===== src/rtl/regwrite_sequencer_pkg.sv =====
// Shared definitions for the register-file write-back sequencer:
// FSM states, logical write-data sources and the mux select encoding.
package regwrite_sequencer_pkg;

   typedef enum logic [1:0] {
      ST_INIT  = 2'd0,
      ST_IDLE  = 2'd1,
      ST_WAIT  = 2'd2,
      ST_WRITE = 2'd3
   } state_t;

   localparam logic [3:0] SRC_ALU      = 4'd0;
   localparam logic [3:0] SRC_MEM      = 4'd1;
   localparam logic [3:0] SRC_PC4      = 4'd2;
   localparam logic [3:0] SRC_IMM      = 4'd3;
   localparam logic [3:0] SRC_HI       = 4'd4;
   localparam logic [3:0] SRC_LO       = 4'd5;
   localparam logic [3:0] SRC_SHIFT    = 4'd6;
   localparam logic [3:0] SRC_LUI      = 4'd7;
   localparam logic [3:0] SRC_MULT     = 4'd8;
   localparam logic [3:0] SRC_DIV      = 4'd9;
   localparam logic [3:0] SRC_SLT      = 4'd10;
   localparam logic [3:0] SRC_CONST227 = 4'd11;

   localparam int SP_REG_DEF   = 29;
   localparam int NUM_SRC_DEF  = 12;
   localparam int WAIT_MAX_DEF = 63;

   // Mux select bit 3 picks the lower bank (sources 0..7) when high.
   function automatic logic [3:0] enc_datasrc(input logic [3:0] src);
      return {~src[3], src[2:0]};
   endfunction

endpackage


===== src/rtl/regwrite_sequencer_wb_timeout_counter.sv =====
// Six-bit wait counter with synchronous clear/enable and a terminal-count flag.
module wb_timeout_counter #(
   parameter logic [5:0] TC_VAL = 6'd62
) (
   input  logic clk,
   input  logic reset,
   input  logic clr,
   input  logic en,
   output logic tc
);

   logic [5:0] cnt_r;

   // Counter register: clear wins over enable.
   always_ff @(posedge clk or negedge reset) begin
      if (!reset) begin
         cnt_r <= 6'd0;
      end else if (clr) begin
         cnt_r <= 6'd0;
      end else if (en) begin
         cnt_r <= cnt_r + 6'd1;
      end else begin
         cnt_r <= cnt_r;
      end
   end

   assign tc = (cnt_r == TC_VAL);

endmodule


===== src/rtl/regwrite_sequencer.sv =====
// Write-back port sequencer: SP init after reset, then request-driven
// register writes with optional wait on a multi-cycle unit.
module regwrite_sequencer
   import regwrite_sequencer_pkg::*;
#(
   parameter int SP_REG   = SP_REG_DEF,
   parameter int SP_SRC   = 11,
   parameter int NUM_SRC  = NUM_SRC_DEF,
   parameter int WAIT_MAX = WAIT_MAX_DEF
) (
   input  logic       clk,
   input  logic       reset,
   input  logic       wb_req,
   input  logic [3:0] wb_src,
   input  logic [4:0] wb_dst,
   input  logic       wb_wait,
   input  logic       unit_done,
   output logic       wb_ready,
   output logic [3:0] DataSrc,
   output logic       RegWrite,
   output logic [4:0] WriteReg,
   output logic       init_done,
   output logic       wb_err
);

   state_t state_r;
   logic   cnt_clr_s;
   logic   cnt_en_s;
   logic   cnt_tc_s;

   assign cnt_clr_s = (state_r != ST_WAIT);
   assign cnt_en_s  = (state_r == ST_WAIT);

   // Terminal count one below WAIT_MAX so the timeout lands on the last WAIT cycle.
   wb_timeout_counter #(
      .TC_VAL (6'(WAIT_MAX - 1))
   ) u_timeout (
      .clk   (clk),
      .reset (reset),
      .clr   (cnt_clr_s),
      .en    (cnt_en_s),
      .tc    (cnt_tc_s)
   );

   // Sequencer FSM with all outputs registered.
   always_ff @(posedge clk or negedge reset) begin
      if (!reset) begin
         state_r   <= ST_INIT;
         DataSrc   <= 4'd0;
         RegWrite  <= 1'b0;
         WriteReg  <= 5'd0;
         wb_ready  <= 1'b0;
         init_done <= 1'b0;
         wb_err    <= 1'b0;
      end else begin
         case (state_r)
            ST_INIT: begin
               DataSrc   <= enc_datasrc(4'(SP_SRC));
               WriteReg  <= 5'(SP_REG);
               RegWrite  <= 1'b1;
               init_done <= 1'b1;
               state_r   <= ST_IDLE;
            end
            ST_IDLE: begin
               RegWrite <= 1'b0;
               wb_err   <= 1'b0;
               // First IDLE cycle after a write or error only re-arms wb_ready.
               if (!wb_ready) begin
                  wb_ready <= 1'b1;
               end else if (wb_req) begin
                  wb_ready <= 1'b0;
                  DataSrc  <= enc_datasrc(wb_src);
                  WriteReg <= wb_dst;
                  if (int'(wb_src) >= NUM_SRC) begin
                     wb_err <= 1'b1;
                  end else if (wb_wait) begin
                     state_r <= ST_WAIT;
                  end else begin
                     state_r <= ST_WRITE;
                  end
               end else begin
                  wb_ready <= 1'b1;
               end
            end
            ST_WAIT: begin
               RegWrite <= 1'b0;
               wb_err   <= 1'b0;
               if (unit_done) begin
                  state_r <= ST_WRITE;
               end else if (cnt_tc_s) begin
                  wb_err  <= 1'b1;
                  state_r <= ST_IDLE;
               end else begin
                  state_r <= ST_WAIT;
               end
            end
            ST_WRITE: begin
               RegWrite <= 1'b1;
               wb_err   <= 1'b0;
               state_r  <= ST_IDLE;
            end
            default: begin
               RegWrite <= 1'b0;
               wb_err   <= 1'b0;
               wb_ready <= 1'b0;
               state_r  <= ST_INIT;
            end
         endcase
      end
   end

endmodule


===== config.mk =====
export PLATFORM = sky130hd
export DESIGN_NAME = regwrite_sequencer
export DESIGN_NICKNAME = d
export VERILOG_FILES = /design/src/rtl/regwrite_sequencer_pkg.sv /design/src/rtl/regwrite_sequencer_wb_timeout_counter.sv /design/src/rtl/regwrite_sequencer.sv
export SDC_FILE = /design/constraint.sdc
export NUM_CORES = 1
export LEC_CHECK = 0
export CORE_MARGIN = 3
export CORE_UTILIZATION = 45
export DETAILED_ROUTE_END_ITERATION = 10
export MAX_ROUTING_LAYER = met4
export PLACE_DENSITY = 0.81
export SYNTH_ARGS = -nofsm -noshare
export SYNTH_HDL_FRONTEND = slang
export SYNTH_SLANG_ARGS = --single-unit

===== constraint.sdc =====
create_clock -name clk -period 3.2 [get_ports clk]
set_input_delay 0.32 -clock clk [delete_from_list [all_inputs] [get_ports clk]]
set_output_delay 0.32 -clock clk [all_outputs]
set_load 0.03 [all_outputs]

==> results summary, run 1 <==
The worst reg2reg path endpoint is DataSrc[2]. The clock-pin transition on the worst setup and hold timing paths came out at 120 ps. The synthesized netlist devotes 15.4% of its cell area to compound gates. For this design, the slowest cell found on the critical path is sky130_fd_sc_hd__dfrtp_1.

The synthesized netlist devotes 2.74% of its cell area to XOR and XNOR gates. The reg-to-reg startpoint is state_r[1]. The transition time at the pin with the least slew margin is 911 ps.

The via count of the first global-routing pass came to 700. The residual DRC count is 0. Across the run, the number of max-cap violations was 0.

The detail route stage leaves a number of antenna-violating nets equal to 0. The global placement routability congestion came out at 0.818. Leaving out fill and tap cells, the most frequent cells in the layout are sky130_fd_sc_hd__clkdlybuf4s50_1 (26), sky130_fd_sc_hd__dfrtp_1 (21), sky130_fd_sc_hd__inv_1 (11), sky130_fd_sc_hd__ha_1 (7), sky130_fd_sc_hd__o22a_1 (6). The final routed wire length divided by cell count came out at 12.8 um. The clock tree from TritonCTS is yes. Counting every sink on the clock net gives 21. The run finished with clean final reports. The critical path class is reg -> reg. The data arrival time of the critical path is just under 2000 ps.

Hold repair after CTS inserted 0 buffers. The simple-gate area share of the yosys netlist came out at 11.6%. The required time at the endpoint of the critical path is ~3400 ps.

The count of pins over their slew limit is 0. The maximum achievable frequency is 0.566 GHz. The worst slew margin relative to its limit came out at about two fifths.

For this run, the leading register cell type out of synthesis is sky130_fd_sc_hd__dfrtp_1. The register-to-register setup slack is 1430 ps. The post-route standard cell area excluding fillers came out at 0.00127 sq mm. Sorting the synthesized cells by area gives the leading types as sky130_fd_sc_hd__dfrtp_1 (55%), sky130_fd_sc_hd__ha_1 (9.1%), sky130_fd_sc_hd__o22a_1 (5.5%). The initial detailed-routing violation count is 15.

The fraction of registers with async set or reset after synthesis came out at 100%. The area share of the leading cell type in the synthesized netlist came out at a little over half. Setup violations remaining at the end of the flow were counted as 0. The sequential fraction of the synthesis area came out at 54.8%. The starting utilization of the core area came out at 48.4%.

The leakage power came out at 0.544 nW. The die covers between 0.002 and 0.003 sq mm. The library cell used most frequently in the layout, excluding fill and tap cells, is sky130_fd_sc_hd__clkdlybuf4s50_1. STA classifies the critical path endpoint as a flip-flop.

The signed area change from the synthesized netlist to the final layout is 32.3%. The source of the critical timing path is state_r[1]. The first detailed-routing pass ran for 4 iterations. The number of enable-type register cells in the synthesized netlist came out at 0.

The final layout net count came out at 133. The setup clock skew after layout is 4.67 ps. The wire length of the first global-routing pass is approximately 3100 um. The die is 52.2 um tall. After floorplanning, the core was sized to cover 0.00198 sq mm.

The post-synthesis net count is 104. The number of antenna diodes in the final layout is 0. The via density per instance came out at 5.10. Measured along the x axis, the die boundary spans 52.2 um. The signal on the critical path passes through inv_1, ha_1, nand3_1, o21ai_2, o22ai_1. In this run the clock root is driven by a sky130_fd_sc_hd__clkbuf_4. Of all cell types, the one taking the most synthesized area is sky130_fd_sc_hd__dfrtp_1. The initial antenna violation count was 0. The wire length reported by the detailed router is 1770 um.

The worst voltage drop across the vdd grid came out at 482 uV. Setup repair after global routing left no endpoint under its margin. The number of buffer cells added on primary ports came out at 26.

In this run the power density over the cells is around 800 mW/mm^2. A synthesized cell averages approximately 12 sq um. The latest clock arrival within the worst-skew pair is roughly 290 ps.

Detailed routing inserted a total of ~700 vias. The maximum clock path buffer count is 2. By area, the combinational part of the netlist is dominated by compound AO/OA/AOI/OAI gates. The number of different library cells used by synthesis comes to 29. The buffer count from post-CTS setup fixing came out at 0. The total number of yosys warnings is 0. In this run, CTS created clock tree buffers numbering 3.

The share of the clock period used by the worst path came out at between 50% and 60%. The maximum number of pins on one net before global-route repair is 22. Of the cells placed in the final design, the portion with a size suffix greater than 1 is 5.41%. The portion of netlist area occupied by mux cells came out at about 1.0%. The fraction of the mapped netlist area in adder cells is 9.13%. The cell area after synthesis is 960 sq um. For this design the top-level I/O count stands at 27. The maximum fanout count along the critical path is 11. The count of H-tree levels built during CTS is 1. For the final routed database, the setup TNS stands at 0 ps.

The critical path endpoint is DataSrc[2]. The post-placement setup slack came out at 1450 ps. The class of the worst hold path is reg -> reg. Global routing consumed, over all layers together, 16.1% of the routing resources. The aggregate global routing overflow is 0. The post-cts repair resize count came out at 0. Summing all placed instances gives a cell area of between 0.001 and 0.0015 sq mm. The worst setup margin is 1430 ps. The critical path startpoint category is a flip-flop.

The number of hold violations in the final report came out at 0. Synthesis produced between 80 and 90 cells. After floorplanning, the core was divided into 16 placement rows. The total of flip-flops plus latches after synthesis is 21. The delay contributed by the slowest stage of the critical path came out at 410 ps. The worst path in the final design needs a cycle of about 1800 ps, including I/O delays and setup.

The post-detailed-placement half-perimeter wirelength came out at between 1000 and 1500 um. The cell depth of the worst flop-to-flop path is 5.
==> cell families (layout without fill, tap and decap cells) <==
kind of cell / Yosys count / in the layout
DFF: 21 / 21
AOI/OAI and AO/OA: 19 / 19
and+or+nand+nor: 19 / 19
buffers and inverters: 13 / 41
adders and majority gates: 7 / 7
xor gates and xnor gates: 3 / 3
muxes: 1 / 1
==> worst min path at each step <==
stage	from	end	slack [ps]	cells past startpoint
global route	init_done	init_done	510	1
detailed placement	init_done	init_done	450	1
CTS	init_done	init_done	490	1
floorplan	reset	DataSrc[0]	20	0
finish	init_done	init_done	480	1
global placement	init_done	init_done	450	1
==> cell type report <==
class	count	area, sq um
multi-input cells	49	383
well taps	27	33.8
inverters	11	41.3
flip-flops and latches	21	526
repair buffers	26	260
clock buffers	4	26.3
fillers	151	712
==> cells in the mapped netlist (2+ instances only) <==
cell type / number
sky130_fd_sc_hd__xnor2_1: 2
sky130_fd_sc_hd__and2_1: 4
sky130_fd_sc_hd__dfrtp_1: 21
sky130_fd_sc_hd__nand3_1: 2
sky130_fd_sc_hd__nor2b_1: 2
sky130_fd_sc_hd__o21ai_0: 2
sky130_fd_sc_hd__o22ai_1: 3
sky130_fd_sc_hd__ha_1: 7
sky130_fd_sc_hd__inv_1: 11
sky130_fd_sc_hd__nand2_1: 4
sky130_fd_sc_hd__o22a_1: 6
sky130_fd_sc_hd__buf_2: 2
==> where the power goes <==
part           switching [W]  internal (W)
combinational       0.000275      0.000218
clock              0.0000767     0.0000485
sequential         0.0000480      0.000342
total               0.000400      0.000608
==> critical path, delay by kind of cell (launching register included) <==
family          cells  cell delay (ps)
buf+inv             1              130
fa+ha+maj           1              300
compound gates      2              450
simple gates        1              360
flops               1              410
==> through the flow <==
step / hold WS [ps] / power (W) / std cells / utilization, %
final: 482 / 0.00101 / 138 / 64.1
after detailed placement: 455 / 0.000893 / 134 / 62.8
after global placement: 453 / 0.000880 / 134 / 62.8
after floorplan: 24.4 / 0.000712 / 83 / -
after global routing: 514 / 0.00109 / 138 / 64.1
after CTS: 489 / 0.00102 / 138 / 64.1
==> sequential cells by signal, indices dropped and copies added, names as in the netlist <==
register         cells
RegWrite             1
wb_ready             1
u_timeout.cnt_r      6
init_done            1
DataSrc              4
wb_err               1
state_r              2
WriteReg             5
==> layer usage <==
metal  up-vias  global-route usage (%)  share of wire, %
met5         -                       -                 0
met1       337                    19.6                48
met2        21                    25.7                45
met3         2                    4.84               6.5
met4         0                    5.11               1.0
li1        344                       -                 -
No activity file was read; power rests on OpenSTA's default activity.
==> run 2: changes to the inputs <==
--- a/config.mk
+++ b/config.mk
@@ -6,10 +6,10 @@
 export NUM_CORES = 1
 export LEC_CHECK = 0
 export CORE_MARGIN = 3
-export CORE_UTILIZATION = 45
+export CORE_UTILIZATION = 41
 export DETAILED_ROUTE_END_ITERATION = 10
 export MAX_ROUTING_LAYER = met4
-export PLACE_DENSITY = 0.81
+export PLACE_DENSITY = 0.78
 export SYNTH_ARGS = -nofsm -noshare
 export SYNTH_HDL_FRONTEND = slang
 export SYNTH_SLANG_ARGS = --single-unit
==> constraint.sdc (replaced) <==
create_clock -name clk -period 1.55 [get_ports clk]
set_input_delay 0.155 -clock clk [delete_from_list [all_inputs] [get_ports clk]]
set_output_delay 0.155 -clock clk [all_outputs]
set_load 0.03 [all_outputs]
==> run 2 against run 1 <==
Sequential power grew 110%. Sequential share of layout area fell by 1.4 points. Combinational power grew 110%. Non-clock buffer count rose by 3. Critical path depth is 4 lower. Critical endpoint is now DataSrc[3]. Largest power group unchanged.
==> results summary, run 2 (same netlist as run 1, synthesis figures left out) <==
The final layout net count came out at 136 (+2.3%). The overall track demand over capacity in global routing came out at 16.1% (-0.030 points). The post-detailed-placement half-perimeter wirelength is 1450 um (+8.1%). The placed standard-cell area was 0.00127 sq mm (+1.8%). The clock-pin transition on the worst setup and hold timing paths was 110 ps (about the same). The kind of cell adding the most delay to the critical path is buffers and inverters. The max-cap violation count came to 0 (unchanged). The wire length of the first global-routing pass is 3320 um (+5.5%). The share of post-route cells with drive strength above 1 is 9.65% (+4.2 points).

The placed instance count was 137 (+2.2%). The residual DRC count is 0 (unchanged). The transition time at the pin with the least slew margin came out at 407 ps (-504 ps). The setup violation total in the final timing report was 0 (unchanged). The worst reg2reg path endpoint is DataSrc[3]. The worst slew margin relative to its limit came out at 72.8% (+34 points). The count of pins over their slew limit is 0 (unchanged). TritonCTS built the clock tree.

The starting utilization of the core area is 46.1% (-2.3 points). The cell depth of the worst flop-to-flop path is 5 (unchanged). The largest registers in the layout are u_timeout.cnt_r (6), WriteReg (5), DataSrc (4). The die area came out at 0.00296 sq mm (+8.6%). The critical path startpoint category is a flip-flop. The via density per instance came out at 5.06 (-0.88%). The maximum achievable frequency is 0.665 GHz.

The buffer count from post-CTS setup fixing was 0 (unchanged). CTS placed an instance of sky130_fd_sc_hd__clkbuf_4 at the clock tree root. For this design, the slowest cell found on the critical path is sky130_fd_sc_hd__clkdlybuf4s50_1. The number of buffer cells added on primary ports was 26 (unchanged). The row count is 16 (unchanged).

The register-to-register setup slack is 140 ps (-1290 ps). The aggregate global routing overflow came to 0 (unchanged). The worst setup path is captured at a primary output. The global placement routability congestion was 0.772 (-5.6%).

The source of the critical timing path is DataSrc[3]. In this run the critical register-to-register path is launched from state_r[0]. The maximum number of pins on one net before global-route repair is 22 (unchanged). The area growth from synthesis to layout is 37.0%.

The number of I/O pins is 27 (unchanged). The post-route standard cell area excluding fillers came out at 0.00132 sq mm (+3.5%). The critical path class is reg -> out. The initial detailed-routing violation count came out at 9 (-6). The count of H-tree levels built during CTS came out at 1 (unchanged). The run finished with clean final reports. The number of standard cells in the final layout excluding fillers came to 141 (+2.2%). The latest clock arrival within the worst-skew pair is 300 ps (about the same). The buffer and inverter count on the worst path came to 1 (unchanged). The final antenna diode count is 0 (unchanged).

The delay contributed by the slowest stage of the critical path came out at 670 ps (+260 ps). The die boundary height is 54.4 um (+4.2%). The ratio of total power to cell area came out at 1600 mW/mm^2 (+100%). The required time at the endpoint of the critical path is 1390 ps (-1980 ps). The final critical-path required period is 1500 ps. After layout, the worst path uses 97.0% of the clock period.

The data arrival time of the critical path came to 1350 ps (-590 ps). The post-cts repair resize count is 1 (+1). The commonest non-fill, non-tap cell in the layout is sky130_fd_sc_hd__dfrtp_1.

The leakage power came out at 0.607 nW (+12%). The total iterations of the first detailed-routing run came to 4 (unchanged). The initial antenna violation count is 0 (unchanged). The register with the most flip-flops in the final layout is u_timeout.cnt_r. The cell depth of the worst setup path is 1 (-4). The wire length reported by the detailed router is 1870 um (+5.8%). The total CTS buffers is 3 (unchanged).

The number of fill cells came out at 186 (+23%). The maximum fanout count along the critical path came out at 2 (-9). The final routed wire length divided by cell count came out at 13.3 um (+3.6%). Setup repair after global routing left no endpoint under its margin. In the layout the commonest cells are sky130_fd_sc_hd__dfrtp_1 (21), sky130_fd_sc_hd__clkdlybuf4s50_1 (17), sky130_fd_sc_hd__inv_1 (11), sky130_fd_sc_hd__dlymetal6s2s_1 (8). The total via count in the routed design was 713 (+1.3%).

The via count of the first global-routing pass came out at 777 (+11%). The setup clock skew after layout came to 2.82 ps (-1.85 ps). The die width is 54.4 um (+4.2%). The min-delay analysis places its worst path in the category in -> async. The total number of clock tree sinks is 21 (unchanged). The number of buffers inserted for hold repair after clock tree synthesis came out at 0 (unchanged). The number of hold violations in the final report came out at 0 (unchanged). The signal on the critical path passes through clkdlybuf4s50_1. The flip-flop count of the largest register, all copies and words added came out at 6 (unchanged). The worst voltage drop across the vdd grid came out at 822 uV (+71%). The number of antenna-violating nets in the routed design came out at 0 (unchanged). The setup total negative slack is 0 ps (unchanged).

The maximum clock path buffer count came out at 2 (unchanged). The placeable core region was 0.00208 sq mm (+5.1%).
## run 2: layout make-up
class                   count  area (sq um)  share of cell area (%)
repair buffers             29           302                    22.9
multi-input cells          49           385                    29.3
flip-flops and latches     21           526                    40.0
clock buffers               3          22.5                    1.71
inverters                  11          41.3                    3.14
clock inverters             1          5.00                   0.381
well taps                  27          33.8                    2.57
## run 2: through the flow
stage / util [%] / hold WS, ps / worst slack (ps) / power (W)
2_1_floorplan: - / -141 / 218 / 0.00147
3_3_place_gp: 60.8 / 452 / 186 / 0.00185
3_5_place_dp: 60.8 / 460 / 119 / 0.00188
4_1_cts: 62.1 / 172 / 12.6 / 0.00214
5_1_grt: 63.2 / 184 / 0.128 / 0.00227
6_report: 63.2 / 172 / 46.8 / 0.00211
## run 2: how the worst max path moves through the flow
stage / to / slack, ps
floorplan: state_r[1] / 220
global route: DataSrc[3] / 0.1
CTS: WriteReg[1] / 10
detailed placement: WriteReg[4] / 120
global placement: WriteReg[3] / 190
finish: DataSrc[3] / 50
## run 2: layer usage
| metal | wire length [um] | up-vias | track usage [%] |
|---|---|---|---|
| met2 | 954 | 21 | 27.1 |
| met1 | 796 | 341 | 18.3 |
| met5 | 0 | - | - |
| met3 | 110 | 2 | 5.99 |
| met4 | 13 | 0 | 2.90 |
| li1 | - | 349 | - |
## run 2: power by group
part / leakage, nW / switching (W) / internal (W)
Sequential: 0.248 / 0.000105 / 0.000706
Combinational: 0.342 / 0.000578 / 0.000458
Clock: 0.0177 / 0.000165 / 0.0000964
Total: 0.607 / 0.000848 / 0.00126
==> run 3: changes to the inputs <==
--- a/config.mk
+++ b/config.mk
@@ -8,8 +8,10 @@
 export CORE_MARGIN = 3
 export CORE_UTILIZATION = 41
 export DETAILED_ROUTE_END_ITERATION = 10
+export HOLD_SLACK_MARGIN = 0.1
 export MAX_ROUTING_LAYER = met4
 export PLACE_DENSITY = 0.78
+export SETUP_SLACK_MARGIN = 0.1
 export SYNTH_ARGS = -nofsm -noshare
 export SYNTH_HDL_FRONTEND = slang
 export SYNTH_SLANG_ARGS = --single-unit
==> run 3 against run 2 <==
Worst setup slack improved by 100 ps. Global-route usage is 0.059 points lower. First-iteration DRC count decreased by 22%. Flip-flop and latch count did not move. Critical path depth grew 4. Worst hold slack about the same. Clock-buffer cell count did not move. Utilization rose by 1.6 points. Die area is the same. Largest power group unchanged.
==> results summary, run 3 (same netlist as run 1, synthesis figures left out) <==
The run finished with clean final reports. The flip-flop count of the largest register, all copies and words added came out at 6 (unchanged). The setup violation total in the final timing report is 0 (unchanged). The clock tree from TritonCTS is yes. The residual DRC count is 0 (unchanged). The overall track demand over capacity in global routing is 16.0% (-0.059 points).

The critical path class is reg -> reg. The number of I/O pins is 27 (unchanged). The wire length reported by the detailed router came out at 1980 um (+5.5%). The via count of the first global-routing pass is 776 (-0.13%).

The detailed router used layers up to and including met4. The final routed wire length divided by cell count is 13.7 um (+3.3%). The setup total negative slack is 0 ps (unchanged).

The share of the clock period used by the worst path was 90.6% (-6.4 points). The final critical-path required period was 1400 ps (-99.5 ps). Setup repair after global routing could not meet its margin everywhere.

The total met3 wirelength after detailed routing came to 74 um (-33%). Leaving out fill and tap cells, the most frequent cells in the layout are sky130_fd_sc_hd__dfrtp_1 (20), sky130_fd_sc_hd__clkdlybuf4s50_1 (13), sky130_fd_sc_hd__dlygate4sd2_1 (13), sky130_fd_sc_hd__inv_1 (9). The count of H-tree levels built during CTS was 1 (unchanged).

The leakage power was 0.583 nW (-3.9%). The signal on the critical path passes through inv_2, ha_4, nand3_1, buf_4, o22a_1. The number of antenna-violating nets in the routed design came out at 0 (unchanged). The initial detailed-routing violation count is 7 (-2). The routed length on met1 is 870 um (+9.3%).

The cell at the slowest stage of the critical path is sky130_fd_sc_hd__dfrtp_1. The data arrival time of the critical path is 1610 ps (+260 ps). The maximum achievable frequency came out at 0.712 GHz (+7.1%).

The die boundary height is 54.4 um (unchanged). The maximum fanout count along the critical path was 10 (+8). The required time at the endpoint of the critical path is 1760 ps (+370 ps). The placed standard-cell area came out at 0.00127 sq mm (unchanged).

The total via count in the routed design came to 711 (-0.28%). STA classifies the critical path endpoint as a flip-flop. The initial antenna violation count came out at 0 (unchanged).

The total number of clock tree sinks is 21 (unchanged). The starting utilization of the core area is 46.1% (unchanged). The ratio of total power to cell area came to 1650 mW/mm^2 (+2.9%). The global placement routability congestion came out at 0.772 (unchanged).

The latest clock arrival within the worst-skew pair came out at 300 ps (about the same). The post-route standard cell area excluding fillers is 0.00135 sq mm (+2.5%). The clock-pin transition on the worst setup and hold timing paths came out at 120 ps (about the same). STA classifies the critical path startpoint as a flip-flop. The class of the worst hold path is in -> async. The number of hold violations in the final report is 0 (unchanged). The setup clock skew after layout came to 3.01 ps (+0.184 ps).

The transition time at the pin with the least slew margin came to 340 ps (-66.7 ps). The worst voltage drop across the vdd grid is 853 uV (+3.7%). The buffer type at the clock tree root is sky130_fd_sc_hd__clkbuf_4. The maximum number of pins on one net before global-route repair is 22 (unchanged). The post-detailed-placement half-perimeter wirelength came out at 1450 um (unchanged). The max-cap violation count came out at 0 (unchanged). The via density per instance came out at 4.94 (-2.4%). The number of buffer cells added on primary ports is 26 (unchanged). The maximum clock path buffer count was 2 (unchanged).

The wire length of the first global-routing pass is 3310 um (-0.39%). The final antenna diode count is 0 (unchanged). The number of buffers inserted for hold repair after clock tree synthesis came out at 0 (unchanged). The total CTS buffers is 3 (unchanged).

The signed area change from the synthesized netlist to the final layout is 40.4%. The final layout net count is 139 (+2.2%). The die area was 0.00296 sq mm (unchanged). The total iterations of the first detailed-routing run is 4 (unchanged). The delay contributed by the slowest stage of the critical path is 450 ps (-220 ps). The library cell used most frequently in the layout, excluding fill and tap cells, is sky130_fd_sc_hd__dfrtp_1. The row count is 16 (unchanged). The count of pins over their slew limit is 0 (unchanged). The worst slew margin relative to its limit came out at 77.0% (+4.1 points). The cell depth of the worst flop-to-flop path is 5 (unchanged).

The die width is 54.4 um (unchanged). Ranked by flip-flop count, first place goes to u_timeout.cnt_r. The placeable core region is 0.00208 sq mm (unchanged). The largest registers in the layout are u_timeout.cnt_r (6), WriteReg (5), DataSrc (4). The total length of routed met2 wires came out at 1020 um (+6.8%).

The share of post-route cells with drive strength above 1 is 17.1% (+7.4 points). The aggregate global routing overflow is 0 (unchanged).
==> run 3: path summary, 6_finish.rpt <==
check | startpoint | end | slack [ps]
worst max-delay path | state_r[1] | WriteReg[4] | 150
worst min-delay path | reset | WriteReg[4] | 170
worst max register to register | state_r[1] | WriteReg[4] | 150
worst min register to register | init_done | init_done | 500
max in group asynchronous | reset | state_r[0] | 1140
min in group clk | wb_dst[1] | WriteReg[1] | 410
==> run 3: power breakdown <==
part	switching (W)	leakage [nW]	internal [W]
logic	0.000644	0.319	0.000500
registers	0.000105	0.247	0.000708
clock network	0.000167	0.0177	0.0000964
total	0.000917	0.583	0.00130
==> run 3: repair_timing <==
item,4_1_cts,5_1_grt
endpoints found under the setup margin,13,12
gates cloned,0,0
setup buffers,0,3
gates resized for setup,13,10
pin swaps,0,2
==> run 3: layer usage <==
| layer | up-vias | track usage, % |
|---|---|---|
| met3 | 2 | 5.99 |
| met1 | 345 | 18.2 |
| li1 | 351 | - |
| met4 | 0 | 2.90 |
| met2 | 13 | 27.1 |
| met5 | - | - |
==> run 3: area by class of cell <==
| cell class | count | area, sq um |
|---|---|---|
| inverters | 11 | 41.3 |
| clock inverters | 1 | 5.00 |
| repair buffers | 32 | 289 |
| clock buffers | 3 | 22.5 |
| fillers | 177 | 734 |
| flip-flops and latches | 21 | 527 |
| multi-input cells | 49 | 429 |
| well taps | 27 | 33.8 |
==> run 3: worst max-delay path, delay by kind of cell, from the launching register on <==
kind | cells | cell delay (ps)
fa+ha+maj | 1 | 180
flops | 1 | 450
simple gates | 1 | 140
compound gates | 1 | 190
buf+inv | 2 | 340
==> run 3: metrics by stage <==
stage                     hold WS (ps)  std cells  utilization, %  worst slack [ps]  power, W
final                              172        144            64.7               146   0.00222
after global routing               184        144            64.7              63.7   0.00239
after CTS                          172        141            61.4               112   0.00207
after floorplan                   -141         83               -               218   0.00147
after detailed placement           460        137            60.8               119   0.00188
after global placement             452        137            60.8               186   0.00185
